===== src/rtl/mult_div_pkg.sv =====
// mult_div_pkg: shared state/op encodings and default sizes for the MULT/DIV sequencer
package mult_div_pkg;
  typedef enum logic [1:0] {IDLE = 2'd0, CALC = 2'd1, FINISH = 2'd2} state_t;
  typedef enum logic {OP_MULT = 1'b0, OP_DIV = 1'b1} op_t;
  localparam int DEF_WIDTH = 32;
  localparam int DEF_CNT_W = 5;
endpackage


===== src/rtl/mult_div_step.sv =====
// mult_div_step: one radix-2 Booth step or one restoring-division step, selected by op
module mult_div_step import mult_div_pkg::*; #(
  parameter int WIDTH = DEF_WIDTH
) (
  input  op_t              op,
  input  logic [WIDTH-1:0] acc,
  input  logic [WIDTH-1:0] mq,
  input  logic [WIDTH-1:0] opb,
  input  logic             q1,
  output logic [WIDTH-1:0] acc_n,
  output logic [WIDTH-1:0] mq_n,
  output logic             q1_n
);
  logic [WIDTH:0] sum, rem_sh;
  logic [WIDTH-1:0] diff;
  logic ge;
  always_comb begin
    sum = {acc[WIDTH-1], acc} + ((mq[0] & ~q1) ? -{opb[WIDTH-1], opb} : (~mq[0] & q1) ? {opb[WIDTH-1], opb} : '0);
    rem_sh = {acc, mq[WIDTH-1]};
    ge = rem_sh >= {1'b0, opb};
    diff = rem_sh[WIDTH-1:0] - opb;
    acc_n = (op == OP_MULT) ? sum[WIDTH:1] : ge ? diff : rem_sh[WIDTH-1:0];
    mq_n = (op == OP_MULT) ? {sum[0], mq[WIDTH-1:1]} : {mq[WIDTH-2:0], ge};
    q1_n = (op == OP_MULT) ? mq[0] : 1'b0;
  end
endmodule


===== src/rtl/mult_div_seq.sv =====
// mult_div_seq: multicycle signed Booth multiply / restoring divide with HI/LO; MULTDIV_FAST_ZERO_EN skips CALC on zero operands
module mult_div_seq import mult_div_pkg::*; #(
  parameter int WIDTH = DEF_WIDTH,
  parameter int CNT_W = DEF_CNT_W
) (
  input  logic             clk,
  input  logic             reset,
  input  logic             start_mult,
  input  logic             start_div,
  input  logic [WIDTH-1:0] a,
  input  logic [WIDTH-1:0] b,
  output logic [WIDTH-1:0] hi,
  output logic [WIDTH-1:0] lo,
  output logic             busy,
  output logic             done,
  output logic             div_zero
);
  state_t state_q, state_d;
  op_t op_q, op_d;
  logic [CNT_W-1:0] cnt_q, cnt_d;
  logic [WIDTH-1:0] acc_q, acc_d, mq_q, mq_d, opb_q, opb_d, hi_q, hi_d, lo_q, lo_d, acc_s, mq_s;
  logic q1_q, q1_d, q1_s, neg_q, neg_d, sa_q, sa_d, busy_q, busy_d, done_q, done_d, dz_q, dz_d, fast;
  mult_div_step #(.WIDTH(WIDTH)) u_step (
    .op(op_q), .acc(acc_q), .mq(mq_q), .opb(opb_q), .q1(q1_q),
    .acc_n(acc_s), .mq_n(mq_s), .q1_n(q1_s)
  );
`ifdef MULTDIV_FAST_ZERO_EN
  assign fast = start_mult ? (a == '0 || b == '0) : (a == '0);
`else
  assign fast = 1'b0;
`endif
  always_comb begin
    state_d = state_q;
    op_d = op_q;
    cnt_d = cnt_q;
    acc_d = acc_q;
    mq_d = mq_q;
    q1_d = q1_q;
    opb_d = opb_q;
    neg_d = neg_q;
    sa_d = sa_q;
    hi_d = hi_q;
    lo_d = lo_q;
    done_d = 1'b0;
    dz_d = 1'b0;
    if (state_q == IDLE) begin
      if (start_mult) begin
        state_d = fast ? FINISH : CALC;
        op_d = OP_MULT;
        cnt_d = '0;
        acc_d = '0;
        mq_d = fast ? '0 : b;
        q1_d = 1'b0;
        opb_d = a;
      end else if (start_div && b == '0) begin
        dz_d = 1'b1;
      end else if (start_div) begin
        state_d = fast ? FINISH : CALC;
        op_d = OP_DIV;
        cnt_d = '0;
        acc_d = '0;
        mq_d = a[WIDTH-1] ? -a : a;
        q1_d = 1'b0;
        opb_d = b[WIDTH-1] ? -b : b;
        sa_d = a[WIDTH-1];
        neg_d = a[WIDTH-1] ^ b[WIDTH-1];
      end
    end else if (state_q == CALC) begin
      acc_d = acc_s;
      mq_d = mq_s;
      q1_d = q1_s;
      cnt_d = cnt_q + 1'b1;
      state_d = (cnt_q == CNT_W'(WIDTH - 1)) ? FINISH : CALC;
    end else begin
      hi_d = (op_q == OP_DIV && sa_q) ? -acc_q : acc_q;
      lo_d = (op_q == OP_DIV && neg_q) ? -mq_q : mq_q;
      done_d = 1'b1;
      state_d = IDLE;
    end
    busy_d = state_d != IDLE;
  end
  always_ff @(posedge clk) begin
    if (reset) begin
      state_q <= IDLE;
      op_q <= OP_MULT;
      cnt_q <= '0;
      acc_q <= '0;
      mq_q <= '0;
      q1_q <= 1'b0;
      opb_q <= '0;
      neg_q <= 1'b0;
      sa_q <= 1'b0;
      hi_q <= '0;
      lo_q <= '0;
      busy_q <= 1'b0;
      done_q <= 1'b0;
      dz_q <= 1'b0;
    end else begin
      state_q <= state_d;
      op_q <= op_d;
      cnt_q <= cnt_d;
      acc_q <= acc_d;
      mq_q <= mq_d;
      q1_q <= q1_d;
      opb_q <= opb_d;
      neg_q <= neg_d;
      sa_q <= sa_d;
      hi_q <= hi_d;
      lo_q <= lo_d;
      busy_q <= busy_d;
      done_q <= done_d;
      dz_q <= dz_d;
    end
  end
  assign hi = hi_q;
  assign lo = lo_q;
  assign busy = busy_q;
  assign done = done_q;
  assign div_zero = dz_q;
endmodule

===== config.mk =====
export PLATFORM = sky130hd
export DESIGN_NAME = mult_div_seq
export DESIGN_NICKNAME = d
export VERILOG_FILES = /design/src/rtl/mult_div_pkg.sv /design/src/rtl/mult_div_step.sv /design/src/rtl/mult_div_seq.sv
export SDC_FILE = /design/constraint.sdc
export NUM_CORES = 1
export LEC_CHECK = 0
export ABC_AREA = 1
export BUFFER_PORTS_ARGS = -buffer_cell sky130_fd_sc_hd__buf_2
export CELL_PAD_IN_SITES_DETAIL_PLACEMENT = 1
export CELL_PAD_IN_SITES_GLOBAL_PLACEMENT = 1
export CORE_MARGIN = 3
export CORE_UTILIZATION = 46
export DETAILED_ROUTE_END_ITERATION = 8
export PLACE_DENSITY = 0.92
export SLEW_MARGIN = 20
export SYNTH_ARGS = -nofsm -noshare
export SYNTH_HDL_FRONTEND = slang
export SYNTH_HIERARCHICAL = 1
export SYNTH_SLANG_ARGS = --single-unit

===== constraint.sdc =====
create_clock -name clk -period 4.9 [get_ports clk]
set_input_delay 0.49 -clock clk [delete_from_list [all_inputs] [get_ports clk]]
set_output_delay 0.49 -clock clk [all_outputs]
set_load 0.005 [all_outputs]

# After elaboration in Yosys (flattened, before gate mapping)
# Cells that the tools add are included.
# Widths: inputs -> output; s select.
# word_totals
input_bits	68
regBits	174
elab_cells	95
output_inout_bits	67
# op_classes
addsub	8
n_lt_le_gt_ge	1
n_eq_ne	5
n_mux	44
reduce_logical	14
n_bitwise	9
# op_table
operator	n
$mux 32	20
$neg 32->32	4
$mux 33	2
$add 33x33->33	1
$ge 33x32->1	1
$neg 33->33	1
$logic_not 32->1	1
$sub 32x32->32	1
$mux 5	5
$mux 2	6
$mux 1	11
$ne 3x3->1 const B	2
$not 1->1	6
$reduce_and 3->1	2
$reduce_bool 2->1	3
$add 5x1->5 const B	1
$eq 5x5->1 const B	1
$reduce_and 4->1	1
$logic_and 1x1->1	3
$reduce_or 3->1	1
$and 1x1->1	2
$eq 2x1->1 const B	1
$logic_not 2->1	1
$ne 2x2->1 const B	1
3 further kinds	3

# Logic depth before layout (Yosys ltp)
# depth
ltp_word	8
depth_mapped	26
depth_no_buf	26

# Cells and area by module
# The synthesis kept the hierarchy.
# modules_own_cells
module	seq_area_each_um2	cells_each	instances	area_each_um2
mult_div_seq	3483.3	1847	1	11119.4
mult_div_step	0.0	1452	1	7031.7

# Least setup slack after synthesis
# Ideal clock, no wire load.
# synth_path
kind	reg-to-reg
from	register opb_q[1]
to	register acc_q[31]
t_required_ns	4.830
slack_ns	2.014
path_stages_with_launch	25
n_path_buf	0
arrival_ns	2.815
setup_time_ns	0.070
period_less_slack_ns	2.886
path_cell_list	dfxtp_1 > inv_1 > ha_1 > nand3_2 > nor2_2 > nand3_1 > nor2_1 > nand2_1 > o21ai_2 > nand2_1 > nand2_1 > o21ai_0 > ha_1 > inv_1 > nor3_1 > inv_1 > nor3_1 > nand2_1 > nand2_1 > inv_1 > nand2_1 > nand3_1 > nand2_1 > nand2_1 > a21oi_1
# synth_between
elab_chain_len	6
word_cells_on_any_way	10
classes_between	3 x add/sub; 1 x order compare; 6 x mux
# synth_rtl
element	line	rtl
start: declaration	mult_div_seq.sv:21	logic [WIDTH-1:0] acc_q, acc_d, mq_q, mq_d, opb_q, opb_d, hi_q, hi_d, lo_q, lo_d, acc_s, mq_s;
start signal: assignment	mult_div_seq.sv:105	opb_q <= opb_d;
$neg 33->33 / $mux 33 (equally long branches)	mult_div_step.sv:18	sum = {acc[WIDTH-1], acc} + ((mq[0] & ~q1) ? -{opb[WIDTH-1], opb} : (~mq[0] & q1) ? {opb[WIDTH-1], opb} : '0);
$mux 33	mult_div_step.sv:18	
$add 33x33->33	mult_div_step.sv:18	
$mux 32 *	mult_div_step.sv:22	acc_n = (op == OP_MULT) ? sum[WIDTH:1] : ge ? diff : rem_sh[WIDTH-1:0];
named net acc_s[31]	mult_div_seq.sv:21	
$mux 32 *	mult_div_seq.sv:68	end else if (state_q == CALC) begin
$mux 32 *	mult_div_seq.sv:46	if (state_q == IDLE) begin
end signal: assignment	mult_div_seq.sv:87	acc_q <= '0;
end signal: assignment	mult_div_seq.sv:102	acc_q <= acc_d;
end: declaration	mult_div_seq.sv:21	
# The timed path passes the listed nets; every way through them passes the cells marked *. The select of a mux whose other input is x is not followed.
# A chain may end at the register's enable or synchronous reset.

# Final worst setup path
# layout_path
from	register mq_q[0]
to	register acc_q[28]
# layout_between
elab_chain_len	8
word_cells_on_any_way	9
classes_between	1 x add/sub; 5 x mux; 3 x bitwise
# layout_rtl
element	line	rtl
start: declaration	mult_div_seq.sv:21	
start signal: assignment	mult_div_seq.sv:103	mq_q <= mq_d;
$not 1->1	mult_div_step.sv:18	
$and 1x1->1	mult_div_step.sv:18	
$mux 33	mult_div_step.sv:18	
$mux 33 *	mult_div_step.sv:18	
$add 33x33->33 *	mult_div_step.sv:18	
$mux 32 *	mult_div_step.sv:22	
named net acc_s[28]	mult_div_seq.sv:21	
$mux 32 *	mult_div_seq.sv:68	
$mux 32 *	mult_div_seq.sv:46	
# Marked as above.

==> metrics <==
# rows 72; Switching Fraction 0.475; CTS tree built; top post-synthesis cells by area nand2_1, dfxtp_1, inv_1, nor2_1, nand3_1; cell family with most CP delay simple AND/OR/NAND/NOR gates; max_cap viols 0; total internal power 2940 uW; Post-synth top cells nand2_1, inv_1, nor2_1, nand3_1, a21oi_1; worst stage delay on the critical path 0.42 ns; ratio of cells with drive above 1 in the final layout 0.0856; pin count of the biggest net entering global routing 107; Clock Pin Slew Worst Setup and Hold Paths 0.08 ns; P_leak 0.0103 uW; Die Wd 205 um; DP Area 19,100 um2; Synthesized Nets 3,440; critical path class reg -> reg; Clock power frac 0.267; Final min period 4.04 ns; Sink Count 174; ys async rst share 0; n_diodes 0; worst reg2reg setup slack 0.86 ns; relative slew slack 0.306; switching pwr 2660 uW; hold bufs inserted after CTS 0; Gate power share 0.440; DR vias 23,347; Final Max Slew Viols 0; crit-path most repeated cell nand2_1; TritonCTS Buffers 17; r2r endpoint acc_q[28]; Post-synth EDFFs 0; vias in the first global route 24,104; final hold vios 0; syn avg cell area 5.50 um2; Crit. End Element flop; crit start category flop; Worst Hold End opb_q[23]; top-count cell post-synth nand2_1; Netlist cell types 53; first-pass GRT wire length 136,000 um; crit share post-route 0.824; synthesized cell area 18,200 um2; status finished, final reports clean; Setup TNS 0 ns; Layout area overhead 8.62%; Port Buffer Count 134; H-tree Lvls 4; IO Count 135; Starting Density 0.467; via/cell ratio 6.00; residual DRC count 0; CP bufs+invs 4; # setup viols final 0; final WL 89,400 um; number of routed nets with antenna violations 0; Max VDD drop 240 uV; Post-Layout Inst Area 19,700 um2; fillers 5,781; first-iteration detailed-routing DRC count 2,218; post-synth top area share 0.214; Die H 205 um; Overflow after GRT 0; Seq/Total Area, Yosys 0.192; cell taking the most area after synthesis nand2_1; CTS resizes 0; CTS Buffer Depth 2; nets 3,503; Reg2Reg Launch Point mq_q[0]; Worst path slowest cell o21ai_0; hold path depth 4; gr usage total 0.420; setup bufs post-CTS 0; Final Wtd Congestion 1.03; pwr/cell area 284 nW/um2; final core utilization 0.508; RSZ-0062 raised after global routing no; antenna violations before repair 0; WP data arrival 4.44 ns; critical path, cell by cell inv_1 > nor2_2 > buf_4 > inv_1 > or2_2 > o21ai_0 > inv_1 > ha_1 > nand2_1 > o21ai_0 > nand3_1 > nand2_1 > nand2_1 > nand3_1 > nand3_1 > nand2_1 > nand2_1 > a21oi_1; Hold Crit Start b[23]; yosys warns 6; part of the power in registers 0.293; drt wl/cell 23.0 um; Synth Instances 3,299; core area 38,800 um2; Die Area 41,900 um2; HPWL Detailed 67,900 um; Fmax achieved 0.248 GHz; later-pin clock latency in the skew report 0.48 ns; R2R cell count 18; Clock Skews 0.0176 ns; synthesized flop and latch total 174; root buffer cell clkbuf_16; DRT Pass-1 Iters 6; Crit Path Max Fanout 27; Slew @ Worst Pin 1.04 ns; required time of the critical path 5.30 ns; Final Power 5600 uW; dominant synthesized flop cell dfxtp_1; Worst Hold Class in -> reg
[metrics by stage]
step	instances	setup slack, ns	hold WS (ns)
floorplan	3299	2.01	0.440
global placement	3861	1.37	0.450
detailed placement	3861	1.28	0.470
CTS	3893	1.07	0.349
global route	3893	0.698	0.392
finish	3893	0.860	0.361
[routing by layer]
layer  wire, um  track usage  up-vias
met5          0            0        -
met4       7230        0.295        0
met3       6330       0.0693      368
met2      42100        0.717     1186
met1      33800        0.476    11157
li1           -            -    10636
[worst max-delay path by stage]
stage / cells past startpoint / slack (ns) / end / start
after floorplan: 24 / 2.01 / acc_q[31] / opb_q[1]
after CTS: 18 / 1.07 / acc_q[28] / mq_q[0]
after global placement: 17 / 1.37 / acc_q[17] / mq_q[0]
after global routing: 20 / 0.70 / acc_q[28] / mq_q[0]
final: 18 / 0.86 / acc_q[28] / mq_q[0]
after detailed placement: 24 / 1.28 / acc_q[31] / opb_q[1]
[power by group through the flow]
stage | combinational (uW) | sequential (uW) | clock, uW
after floorplan | 1650 | 1590 | 0
after global placement | 2250 | 1650 | 0
after detailed placement | 2340 | 1660 | 0
after CTS | 2390 | 1630 | 1490
after global routing | 2690 | 1640 | 1550
final | 2470 | 1640 | 1500
[flip-flops by register name, indices dropped and copies added (netlist names)]
register and count:
cnt_q 5, q1_q 1, op_q 1, hi 32, done 1, opb_q 32, busy 1, neg_q 1
state_q 2, lo 32, mq_q 32, acc_q 32, sa_q 1, div_zero 1
[final cells by class]
class / instances / area, um2 / share of cell area
Tap cell: 518 / 648 / 0.0329
Timing Repair Buffer: 161 / 876 / 0.0444
Clock buffer: 17 / 425 / 0.0216
Multi-Input combinational cell: 2538 / 12300 / 0.626
Sequential cell: 174 / 3490 / 0.177
Inverter: 470 / 1760 / 0.0895
Clock inverter: 15 / 171 / 0.00869
[cells by family (layout without fill, tap and decap cells)]
family,count (synthesis),count (layout),synth area share
simple gates,1881,1881,0.443
buf+inv,587,663,0.128
compound gates,532,532,0.161
flops,174,174,0.192
fa+ha+maj,73,73,0.0511
xor+xnor,52,52,0.0251
[placed cells by master (no fill, tap or decap), types with 15 or more instances in the layout]
cell type	n
ha_1	71
nand2_2	17
nor3_1	38
nor2_1	375
buf_4	28
buf_2	133
a21oi_1	219
o211ai_1	21
xnor2_1	19
or2_2	17
nand2_1	1037
nand4_1	34
o21ai_0	210
clkbuf_16	17
dfxtp_1	172
nand3b_1	41
o221ai_1	15
nand3_1	273
xor2_1	33
inv_1	456
[worst register-to-register path: cells and delay by family (launching register included)]
family | cells | cell delay, ns
buffers and inverters | 4 | 0.77
adder cells (fa/ha/maj) | 1 | 0.36
AO/OA/AOI/OAI | 3 | 0.85
AND/OR/NAND/NOR | 10 | 1.62
flip-flops | 1 | 0.39
Power figures use the tool's default switching activity.
